`src/rtl/aes_stream_packer.sv`:
```
// Packs 32-bit stream words into 128-bit AES blocks behind a DEPTH-entry block buffer; block visible 1 cycle after word 3.
// Backpressure: only word 3 stalls (when the buffer is full); optional byte swap via AES_PACKER_BSWAP_EN.
module aes_stream_packer #(
  parameter int unsigned DEPTH = 2,
  parameter int unsigned CNT_W = 16
) (
  input  logic                       clk_i,
  input  logic                       rst_ni,
  input  logic                       clear_i,
  input  logic                       in_valid_i,
  output logic                       in_ready_o,
  input  logic [31:0]                in_data_i,
  input  logic [3:0]                 in_strb_i,
  output logic                       blk_valid_o,
  input  logic                       blk_ready_i,
  output logic [127:0]               blk_data_o,
  output logic [$clog2(DEPTH):0]     level_o,
  output logic [1:0]                 wcnt_o,
  output logic [CNT_W-1:0]           blocks_cnt_o,
  output logic                       err_strb_o
);

  localparam int unsigned PW = $clog2(DEPTH);
  localparam int unsigned LW = PW + 1;

  logic [95:0]      asm_q;
  logic [1:0]       wcnt_q;
  logic [127:0]     mem_q [DEPTH];
  logic [PW-1:0]    wr_ptr_q, rd_ptr_q;
  logic [LW-1:0]    level_q;
  logic [CNT_W-1:0] cnt_q;
  logic             err_q;

  logic        full, empty, accept, push, pop;
  logic [31:0] word_in;

`ifdef AES_PACKER_BSWAP_EN
  assign word_in = {in_data_i[7:0], in_data_i[15:8], in_data_i[23:16], in_data_i[31:24]};
`else
  assign word_in = in_data_i;
`endif

  assign full   = (level_q == LW'(DEPTH));
  assign empty  = (level_q == '0);
  // Ready depends only on registered state, never on blk_ready_i.
  assign in_ready_o = (wcnt_q != 2'd3) | ~full;
  assign accept = in_valid_i & in_ready_o;
  assign push   = accept & (wcnt_q == 2'd3);
  assign pop    = ~empty & blk_ready_i;

  assign blk_valid_o  = ~empty;
  assign blk_data_o   = mem_q[rd_ptr_q];
  assign level_o      = level_q;
  assign wcnt_o       = wcnt_q;
  assign blocks_cnt_o = cnt_q;
  assign err_strb_o   = err_q;

  always_ff @(posedge clk_i) begin
    if (!rst_ni) begin
      asm_q    <= '0;
      wcnt_q   <= '0;
      wr_ptr_q <= '0;
      rd_ptr_q <= '0;
      level_q  <= '0;
      cnt_q    <= '0;
      err_q    <= 1'b0;
      for (int i = 0; i < DEPTH; i++) mem_q[i] <= '0;
    end else if (clear_i) begin
      wcnt_q   <= '0;
      wr_ptr_q <= '0;
      rd_ptr_q <= '0;
      level_q  <= '0;
      cnt_q    <= '0;
      err_q    <= 1'b0;
    end else begin
      if (accept) begin
        case (wcnt_q)
          2'd0:    asm_q[31:0]  <= word_in;
          2'd1:    asm_q[63:32] <= word_in;
          2'd2:    asm_q[95:64] <= word_in;
          default: ;
        endcase
        wcnt_q <= wcnt_q + 2'd1;
        if (in_strb_i != 4'hF) err_q <= 1'b1;
      end
      // Word 3 bypasses the assembly register straight into the tail entry.
      if (push) begin
        mem_q[wr_ptr_q] <= {word_in, asm_q};
        wr_ptr_q        <= wr_ptr_q + 1'b1;
      end
      if (pop) begin
        rd_ptr_q <= rd_ptr_q + 1'b1;
        cnt_q    <= cnt_q + 1'b1;
      end
      case ({push, pop})
        2'b10:   level_q <= level_q + 1'b1;
        2'b01:   level_q <= level_q - 1'b1;
        default: ;
      endcase
    end
  end

endmodule

```
`config.mk`:
```
export PLATFORM = sky130hd
export DESIGN_NAME = aes_stream_packer
export DESIGN_NICKNAME = d
export VERILOG_FILES = /design/src/rtl/aes_stream_packer.sv
export SDC_FILE = /design/constraint.sdc
export NUM_CORES = 1
export LEC_CHECK = 0
export ABC_AREA = 1
export ABC_CLOCK_PERIOD_IN_PS = 5050
export CELL_PAD_IN_SITES_DETAIL_PLACEMENT = 1
export CELL_PAD_IN_SITES_GLOBAL_PLACEMENT = 2
export CORE_MARGIN = 4
export CORE_UTILIZATION = 33
export DETAILED_ROUTE_END_ITERATION = 10
export PLACE_DENSITY = 0.77
export RECOVER_POWER = 50
export SETUP_SLACK_MARGIN = 0.15
export SLEW_MARGIN = 30
export SYNTH_ARGS = -nofsm -noshare
export SYNTH_HDL_FRONTEND = slang
export SYNTH_SLANG_ARGS = --single-unit
```
`constraint.sdc`:
```
create_clock -name clk_i -period 5.05 [get_ports clk_i]
set_input_delay 1.01 -clock clk_i [delete_from_list [all_inputs] [get_ports clk_i]]
set_output_delay 1.01 -clock clk_i [all_outputs]
set_load 0.005 [all_outputs]
```
==> out/metrics.csv, run 1 <==
metric;value;unit
status;finished with violations;
violations;max-capacitance violations;
post_synth_num_cell_types;26;
vias_per_cell;4.68;
tns;0;ns
cts_root_buf;clkbuf_16;
holdWs;0.462;ns
yosysWarnings;0;
rr_endpoint;asm_q[39];
grt_max_degree;82;
end_kind;output port;
synth_ff_type;edfxtp_1;
core-area;45700;um^2
synthSimpleGateAreaFrac;13.7;%
hold_violations;0;
skew;0.0208;ns
synthAdderAreaFrac;0.488;%
gp_congestion;0.739;
tightest_slew;1.50;ns
vdd_drop_max;0.000159;V
muxShareOfSynthArea;9.37;%
cts_resized;0;
power_frac_clock;45.3;%
timing.final.setup_violations;0;
async_reset_ff_share;0;%
syn_area;15400;um^2
clk_latency;0.54;ns
dpl.hpwl;26.5;mm
syn_area_per_cell;11.0;um^2
holdPathEnd;asm_q[83];
max_slew_margin;0.00911;%
antenna_found_initial;0;
cpMaxStageDelayCell;dfxtp_2;
firstDrtPassIters;4;
htreeDepth;2;
ys_seq_elements;376;
clkSinkCount;376;
max_freq;233;MHz
rr_worst_depth;8;
maxCapViolations;2;
cts_tree;yes;
path_clk_slew;0.06;ns
grt_overflow_total;0;
crit_path_cell_trace;buf_4 > mux2_2 > clkdlybuf4s50_1;
reg2reg_slack;1.22;ns
p_sw_share;21.0;%
n_antenna_cell;0;
synth_compound_area_share;4.07;%
drtIter0Drc;480;
pwr-share-comb;4.9;%
post-cts-setup-buffer-count;0;
rsz0062_at_grt;no;
ant_nets;0;
fp.dieH;224;um
synth_seq_area_share;65.6;%
min_from;asm_q[83];
power.internal;0.00539;W
std_cell_rows;78;
fill_cells;5000;
grt_pass1_wl;65.4;mm
drive_above_1_share;12.3;%
drv_slew;0;
initial_utilization;33.7;%
die_w;224;um
hold-path-cell-count;2;
io_pins;192;
synth_edf_count;256;
slowest_delay;1.26;ns
grt_usage;16.7;%
cts_buffers;43;
crit_arrival;3.29;ns
power_frac_seq;49.8;%
r2r_start;wcnt_o[0];
drc;0;
syn_to_final_growth;24.5;%
synth_cells;1396;
grt_pass1_vias;11000;
p_sw;0.00143;W
synthesis.nets;1443;
routed_wl;42.2;mm
final_nets;1621;
period_minus_slack;4.30;ns
synthXorXnorAreaFrac;0.0570;%
cts_max_path_buffers;3;
crit_required;4.04;ns
finalCritPeriodShare;85.1;%
p_per_area;356;nW/um^2
hp-class;reg -> reg;
synth_top_family_by_area;simple AND/OR/NAND/NOR gates;
post_drt_wl_per_cell;19.1;um
portBuffers;191;
p_leak;6.72;nW
cts_hold_buf;0;
worst-setup-path-type;reg -> out;
vias;10300;
die-area;50100;um^2
crit_path_start_kind;flip-flop;
crit_fanout;51;
-- state kept, by name, summed over array words and instances, names as in the netlist, named ones only --
signal	flops
mem_q	256
wr_ptr_q	1
err_strb_o	1
blocks_cnt_o	16
wcnt_o	2
asm_q	96
level_o	2
rd_ptr_q	1
-- metal layers --
layer  global-route usage, %  part of all wire, %  vias up
met3                    3.32                  4.6       45
met4                    3.74                  1.7        0
met5                       0                    0        -
met2                    27.9                   48      183
li1                        -                    -     4917
met1                    22.6                   46     5180
-- cells in the final DEF (no fill, tap or decap), types with 2 or more instances in the layout --
cell,netlist,layout
nand2_1,216,218
clkbuf_16,0,44
mux2_1,0,25
inv_1,147,151
a21oi_1,112,112
bufinv_16,0,2
nand3_1,11,11
ha_1,6,6
clkdlybuf4s50_1,0,143
nor2_1,276,281
clkinv_2,0,4
and3_1,2,2
mux2_2,128,103
clkbuf_1,13,14
clkbuf_8,0,12
clkbuf_2,0,2
edfxtp_1,256,256
buf_12,0,2
dfxtp_1,120,119
dlygate4sd3_1,0,48
buf_4,13,8
nand4_1,4,4
buf_6,11,2
nor2_2,10,6
inv_2,8,3
nor3_1,3,3
o21ai_0,13,13
-- area by class of cell --
class	count	area, um^2	share of cell area, %
clock inverters	8	96.3	0.503
multi-input cells	793	4260	22.2
flip-flops and latches	376	10100	52.7
inverters	155	583	3.05
well taps	600	751	3.92
repair buffers	205	2040	10.7
clock buffers	70	1320	6.89
-- Yosys cell counts, types with 3 or more instances --
cell type	n	share of area, %
o21ai_0	13	0.42
nor3_1	3	0.098
dfxtp_1	120	16
nand2_2	4	0.16
ha_1	6	0.49
clkbuf_1	13	0.32
inv_2	8	0.20
buf_2	35	1.1
nor2_1	276	6.7
nand3_1	11	0.36
nand4_1	4	0.16
nor2_2	10	0.41
a21oi_1	112	3.6
buf_4	13	0.63
nand2_1	216	5.3
mux2_2	128	9.4
inv_1	147	3.6
buf_6	11	0.81
edfxtp_1	256	50
-- power groups by stage --
stage	combinational [W]	sequential, W	clock (W)
after floorplan	0.000142	0.00346	0
after global placement	0.000347	0.00346	0
after detailed placement	0.000351	0.00346	0
after CTS	0.000354	0.00340	0.00317
after global routing	0.000367	0.00340	0.00330
final	0.000336	0.00340	0.00309
-- stage by stage --
| step | instance area, um^2 | cells | util, % | worst slack (ns) | power [W] |
|---|---|---|---|---|---|
| after floorplan | 15400 | 1396 | - | 0.202 | 0.00360 |
| after global placement | 17800 | 2129 | 38.9 | 0.594 | 0.00380 |
| after detailed placement | 17800 | 2129 | 38.9 | 0.486 | 0.00381 |
| after CTS | 19200 | 2207 | 42.0 | 1.06 | 0.00692 |
| after global routing | 19100 | 2207 | 41.9 | 0.475 | 0.00707 |
| final | 19100 | 2207 | 41.9 | 0.752 | 0.00682 |
-- cell families (layout without fill, tap and decap cells) --
family                   after synthesis  after routing
AND/OR/NAND/NOR                      533            533
flip-flops                           376            376
buffers and inverters                227            438
multiplexers                         128            128
AO/OA/AOI/OAI                        125            125
adder cells (fa/ha/maj)                6              6
XOR/XNOR                               1              1
-- worst max-delay path by stage --
stage | start | end | cells past startpoint
2_1_floorplan | rst_ni | mem_q[1][0] | 6
3_3_place_gp | rst_ni | mem_q[1][126] | 6
3_5_place_dp | rst_ni | mem_q[1][126] | 6
4_1_cts | rst_ni | mem_q[1][33] | 6
5_1_grt | rst_ni | mem_q[1][49] | 7
6_report | flip-flop | blk_data_o[4] | 3
-- worst max-delay path: cells and delay by family (launching register included) --
family,cells,cell delay [ns]
flops,1,1.26
buf+inv,2,1.02
mux,1,0.44
Power figures use the tool's default switching activity.
==> inputs of run 2 (changes only) <==
- RECOVER_POWER: 50 -> not set
==> run 2 against run 1 <==
The flow now finishes without violations. Sequential power about the same. Die area unchanged. Critical path depth increased by 3. Maximum frequency increased by 10%. Clock power about the same. Register-to-register slack improved by 0.75 ns. Largest cell class unchanged.
==> out/metrics.csv, run 2 (same netlist as run 1, synthesis figures left out) <==
metric;value;unit;change
status;finished clean;;
p_sw_share;21.0;%;about the same
die-area;50100;um^2;unchanged
maxCapViolations;0;;-2
hp-class;reg -> reg;;
fp.dieH;224;um;unchanged
antenna_found_initial;0;;unchanged
cts_root_buf;clkbuf_16;;
pwr-share-comb;5.0;%;about the same
power_frac_clock;45.2;%;about the same
firstDrtPassIters;4;;unchanged
crit_arrival;4.08;ns;+0.79 ns
drive_above_1_share;14.7;%;+2.4 points
clk_latency;0.54;ns;about the same
path_clk_slew;0.06;ns;about the same
final_nets;1621;;unchanged
std_cell_rows;78;;unchanged
portBuffers;191;;unchanged
cts_resized;0;;unchanged
vias_per_cell;4.68;;about the same
worst-setup-path-type;in -> reg;;
fill_cells;4996;;-0.080%
max_slew_margin;42.9;%;+43 points
grt_usage;16.7;%;unchanged
post-cts-setup-buffer-count;0;;unchanged
setup_slack;1.16;ns;+0.405 ns
crit_path_cell_trace;clkdlybuf4s50_1 > clkinv_2 > nor2_4 > nand3_4 > nand2_4 > buf_4;;
cts_tree;yes;;
cts_buffers;43;;unchanged
p_per_area;356;nW/um^2;-0.15%
largest_reg_flops;256;;unchanged
grt_pass1_wl;65.4;mm;unchanged
layout.cells.most_common_list;276 x nor2_1, 256 x edfxtp_1, 213 x nand2_1;;
routed_wl;42.2;mm;about the same
ant_nets;0;;unchanged
end_kind;flip-flop;;
cts_max_path_buffers;3;;unchanged
rsz0062_at_grt;no;;
drc;0;;unchanged
crit_required;5.24;ns;+1.20 ns
power.internal;0.00539;W;about the same
p_sw;0.00144;W;+0.13%
skew;0.0194;ns;-0.00135 ns
cpMaxStageDelayCell;clkdlybuf4s50_1;;
dpl.hpwl;26.5;mm;unchanged
timing.final.setup_violations;0;;unchanged
grt_pass1_vias;11000;;unchanged
finish.utilization;42.0;%;+0.10 points
drv_slew;0;;unchanged
drtIter0Drc;465;;-3.1%
max_freq;257;MHz;+10%
post_drt_wl_per_cell;19.1;um;about the same
final_common_cell;nor2_1;;
hold_violations;0;;unchanged
power_frac_seq;49.7;%;about the same
period_minus_slack;3.89;ns;-0.405 ns
crit_fanout;45;;-12%
grt_max_degree;82;;unchanged
gp_congestion;0.739;;unchanged
reg2reg_slack;1.97;ns;+0.75 ns
die_w;224;um;unchanged
clkSinkCount;376;;unchanged
pre_cts_ws;0.486;ns;unchanged
regMostFlops;mem_q;;
tightest_slew;0.853;ns;-0.643 ns
cts_hold_buf;0;;unchanged
syn_to_final_growth;24.8;%;
initial_utilization;33.7;%;unchanged
tns;0;ns;unchanged
grt_overflow_total;0;;unchanged
core-area;45700;um^2;unchanged
crit_path_start_kind;input pin;;
finalCritPeriodShare;77.1;%;-8.0 points
vdd_drop_max;0.000160;V;+0.55%
vias;10300;;-0.029%
slowest_delay;0.71;ns;-0.55 ns
htreeDepth;2;;unchanged
n_antenna_cell;0;;unchanged
p_leak;6.61;nW;-1.7%
io_pins;192;;unchanged
run 2: cell types whose count changed in the layout (fill, tap and decap cells not counted), moves of 2 or more:
| cell | delta |
|---|---|
| nand2_4 | +2 |
| clkdlybuf4s50_1 | +48 |
| inv_1 | -4 |
| buf_4 | +2 |
| inv_2 | +4 |
| nor2_1 | -5 |
| clkbuf_2 | -2 |
| mux2_2 | +25 |
| mux2_1 | -25 |
| dlygate4sd3_1 | -48 |
| nor2_2 | +4 |
| nand2_2 | +3 |
| nand2_1 | -5 |
run 2: area by class of cell:
class / count / area, um^2 / share of cell area (%)
clock buffers: 70 / 1320 / 6.87
clock inverters: 8 / 96.3 / 0.502
inverters: 155 / 583 / 3.04
multi-input cells: 793 / 4300 / 22.4
flip-flops and latches: 376 / 10100 / 52.6
well taps: 600 / 751 / 3.91
repair buffers: 205 / 2050 / 10.7
run 2: worst max-delay path, delay by kind of cell:
family | cells | cell delay (ns)
buffers and inverters | 3 | 1.56
AND/OR/NAND/NOR | 3 | 1.49
run 2: worst paths after layout:
check                                from      endpoint  cells after the start
worst max-delay path               rst_ni  mem_q[1][33]                      6
worst min register to register  asm_q[83]     asm_q[83]                      2
worst min-delay path            asm_q[83]     asm_q[83]                      2
worst max register to register  wcnt_o[0]  mem_q[1][61]                     10
run 2: metrics by stage:
stage | cell area (um^2) | power, W | hold WS [ns] | std cells
global route | 19200 | 0.00708 | 0.473 | 2207
finish | 19200 | 0.00683 | 0.462 | 2207
detailed placement | 17800 | 0.00381 | 0.441 | 2129
floorplan | 15400 | 0.00360 | 0.425 | 1396
CTS | 19200 | 0.00692 | 0.458 | 2207
global placement | 17800 | 0.00380 | 0.426 | 2129
run 2: power by group through the flow:
stage / sequential, W / clock, W / combinational [W]
4_1_cts: 0.00340 / 0.00317 / 0.000354
2_1_floorplan: 0.00346 / 0 / 0.000142
6_report: 0.00340 / 0.00309 / 0.000343
5_1_grt: 0.00340 / 0.00330 / 0.000374
3_5_place_dp: 0.00346 / 0 / 0.000351
3_3_place_gp: 0.00346 / 0 / 0.000347
run 2: layer usage:
metal | track usage [%] | vias to the layer above | routed length (um)
li1 | - | 4919 | -
met1 | 22.6 | 5159 | 19000
met2 | 27.9 | 197 | 20200
met3 | 3.32 | 47 | 2350
met4 | 3.74 | 0 | 745
met5 | 0 | - | 0
==> inputs of run 3 (changes only) <==
- ABC_CLOCK_PERIOD_IN_PS: 5050 -> 3500
- clock period: 5.05 -> 3.5 ns (I/O delays scaled with it)
==> run 3 against run 2 <==
Sequential share of layout area down 0.51 points. Final area rose by 0.98%. Register-to-register slack got worse by 0.74 ns. Core utilization increased by 0.41 points. Combinational power increased by 48%. Clock skew rose by 0.00090 ns. Clock power increased by 50%. Wire length up 0.59%. Count of clock-buffer cells in the layout decreased by 17. Critical path depth is 3 lower. Power rose by 47%. Final cell count increased by 0.32%. Critical endpoint is now blk_data_o[40]. Largest power group unchanged. Highest routed layer unchanged.
==> out/metrics.csv, run 3 (same netlist as run 1, synthesis figures left out) <==
metric;value;unit;change
status;finished clean;;
path_clk_slew;0.06;ns;about the same
firstDrtPassIters;5;;+1
gp_congestion;0.763;;+3.3%
power.total;0.0100;W;+47%
crit_path_start_kind;flip-flop;;
die_w;224;um;unchanged
std_cell_rows;78;;unchanged
final_common_cell;nor2_1;;
hp-class;reg -> reg;;
max_freq;321;MHz;
crit_required;2.80;ns;-2.44 ns
grt_pass1_vias;11000;;+0.15%
tns;0;ns;unchanged
rr_worst_depth;9;;-1
skew;0.0203;ns;+0.000897 ns
p_per_area;518;nW/um^2;+46%
final_nets;1628;;+0.43%
layout.cells.most_common_list;276 x nor2_1, 256 x edfxtp_1, 213 x nand2_1;;
grt_max_degree;130;;+59%
grt_overflow_total;0;;unchanged
power_frac_clock;46.2;%;+1.0 points
cts_root_buf;clkbuf_16;;
vias;10300;;-0.039%
max_slew_margin;39.0;%;-3.9 points
timing.final.setup_violations;0;;unchanged
period_minus_slack;3.11;ns;
power.internal;0.00792;W;+47%
grt_pass1_wl;65.3;mm;-0.13%
clkSinkCount;376;;unchanged
drv_slew;0;;unchanged
post_drt_wl_per_cell;19.2;um;+0.27%
initial_utilization;33.7;%;unchanged
dpl.hpwl;26.6;mm;+0.41%
cts_tree;yes;;
vias_per_cell;4.66;;-0.35%
worst-setup-path-type;reg -> out;;
setup_slack;0.389;ns;-0.768 ns
p_leak;6.70;nW;+1.4%
holdWs;0.457;ns;-0.00521 ns
io_pins;192;;unchanged
hold-path-cell-count;1;;-1
vdd_drop_max;0.000305;V;+91%
n_antenna_cell;0;;unchanged
largest_reg_flops;256;;unchanged
routed_wl;42.5;mm;+0.59%
drc;0;;unchanged
post-cts-setup-buffer-count;0;;unchanged
crit_fanout;22;;-51%
maxCapViolations;0;;unchanged
htreeDepth;2;;unchanged
p_sw;0.00212;W;+48%
crit_arrival;2.41;ns;-1.67 ns
core-area;45700;um^2;unchanged
tightest_slew;0.916;ns;+0.0621 ns
cts_hold_buf;0;;unchanged
drtIter0Drc;587;;+26%
drive_above_1_share;15.2;%;+0.49 points
die-area;50100;um^2;unchanged
pwr-share-comb;5.0;%;about the same
clk_latency;0.55;ns;about the same
cts_buffers;41;;-4.7%
syn_to_final_growth;26.0;%;
pre_cts_ws;0.645;ns;+0.159 ns
antenna_found_initial;0;;unchanged
regMostFlops;mem_q;;
hold_violations;0;;unchanged
ant_nets;0;;unchanged
finalCritPeriodShare;88.9;%;
cts_max_path_buffers;3;;unchanged
p_sw_share;21.1;%;+0.11 points
power_frac_seq;48.8;%;-0.9 points
fp.dieH;224;um;unchanged
end_kind;output port;;
grt_usage;16.7;%;about the same
cts_resized;0;;unchanged
portBuffers;191;;unchanged
rsz0062_at_grt;no;;
run 3: cell types whose count changed in the layout (fill, tap and decap cells not counted):
| cell | delta |
|---|---|
| buf_12 | +7 |
| clkinv_2 | +4 |
| clkinvlp_4 | +1 |
| clkinv_1 | +5 |
| nand2_8 | +1 |
| buf_6 | -2 |
| clkbuf_1 | -7 |
| nand2_4 | -1 |
| buf_4 | +4 |
| bufinv_16 | +5 |
| clkbuf_8 | -10 |
run 3: path summary, 6_finish.rpt:
kind                  start             end  slack (ns)
setup / recovery  flip-flop  blk_data_o[40]        0.39
hold / removal     rd_ptr_q       flip-flop        0.46
setup reg to reg  wcnt_o[0]    mem_q[0][92]        1.23
hold reg to reg    rd_ptr_q       flip-flop        0.46
run 3: worst max-delay path, cell delays in order (launching register included):
cell             delay (ns)
dfxtp_4                0.61
buf_4                  0.38
mux2_2                 0.41
clkdlybuf4s50_1        0.46
run 3: stage by stage:
stage               cells  instance area, um^2  util (%)
finish               2214                19400      42.4
floorplan            1396                15400         -
global placement     2138                17900      39.3
global route         2214                19400      42.4
detailed placement   2138                17900      39.3
CTS                  2214                19400      42.4
run 3: final cells by class:
cell class	instances	area (um^2)
clock buffers	53	1150
clock inverters	23	293
fillers	4935	26300
inverters	155	583
multi-input cells	793	4310
flip-flops and latches	376	10100
well taps	600	751
repair buffers	214	2200
run 3: per-layer routing:
layer | track usage [%] | share of wire (%) | vias to the layer above
li1 | - | - | 4937
met1 | 22.8 | 47 | 5142
met2 | 27.6 | 47 | 183
met3 | 3.45 | 4.5 | 56
met4 | 3.62 | 1.7 | 0
met5 | 0 | 0 | -
run 3: power groups by stage:
stage,clock network (W),registers [W],logic (W)
after floorplan,0,0.00499,0.000205
after global placement,0,0.00499,0.000512
after detailed placement,0,0.00500,0.000515
after CTS,0.00476,0.00490,0.000518
after global routing,0.00496,0.00491,0.000551
final,0.00464,0.00490,0.000506
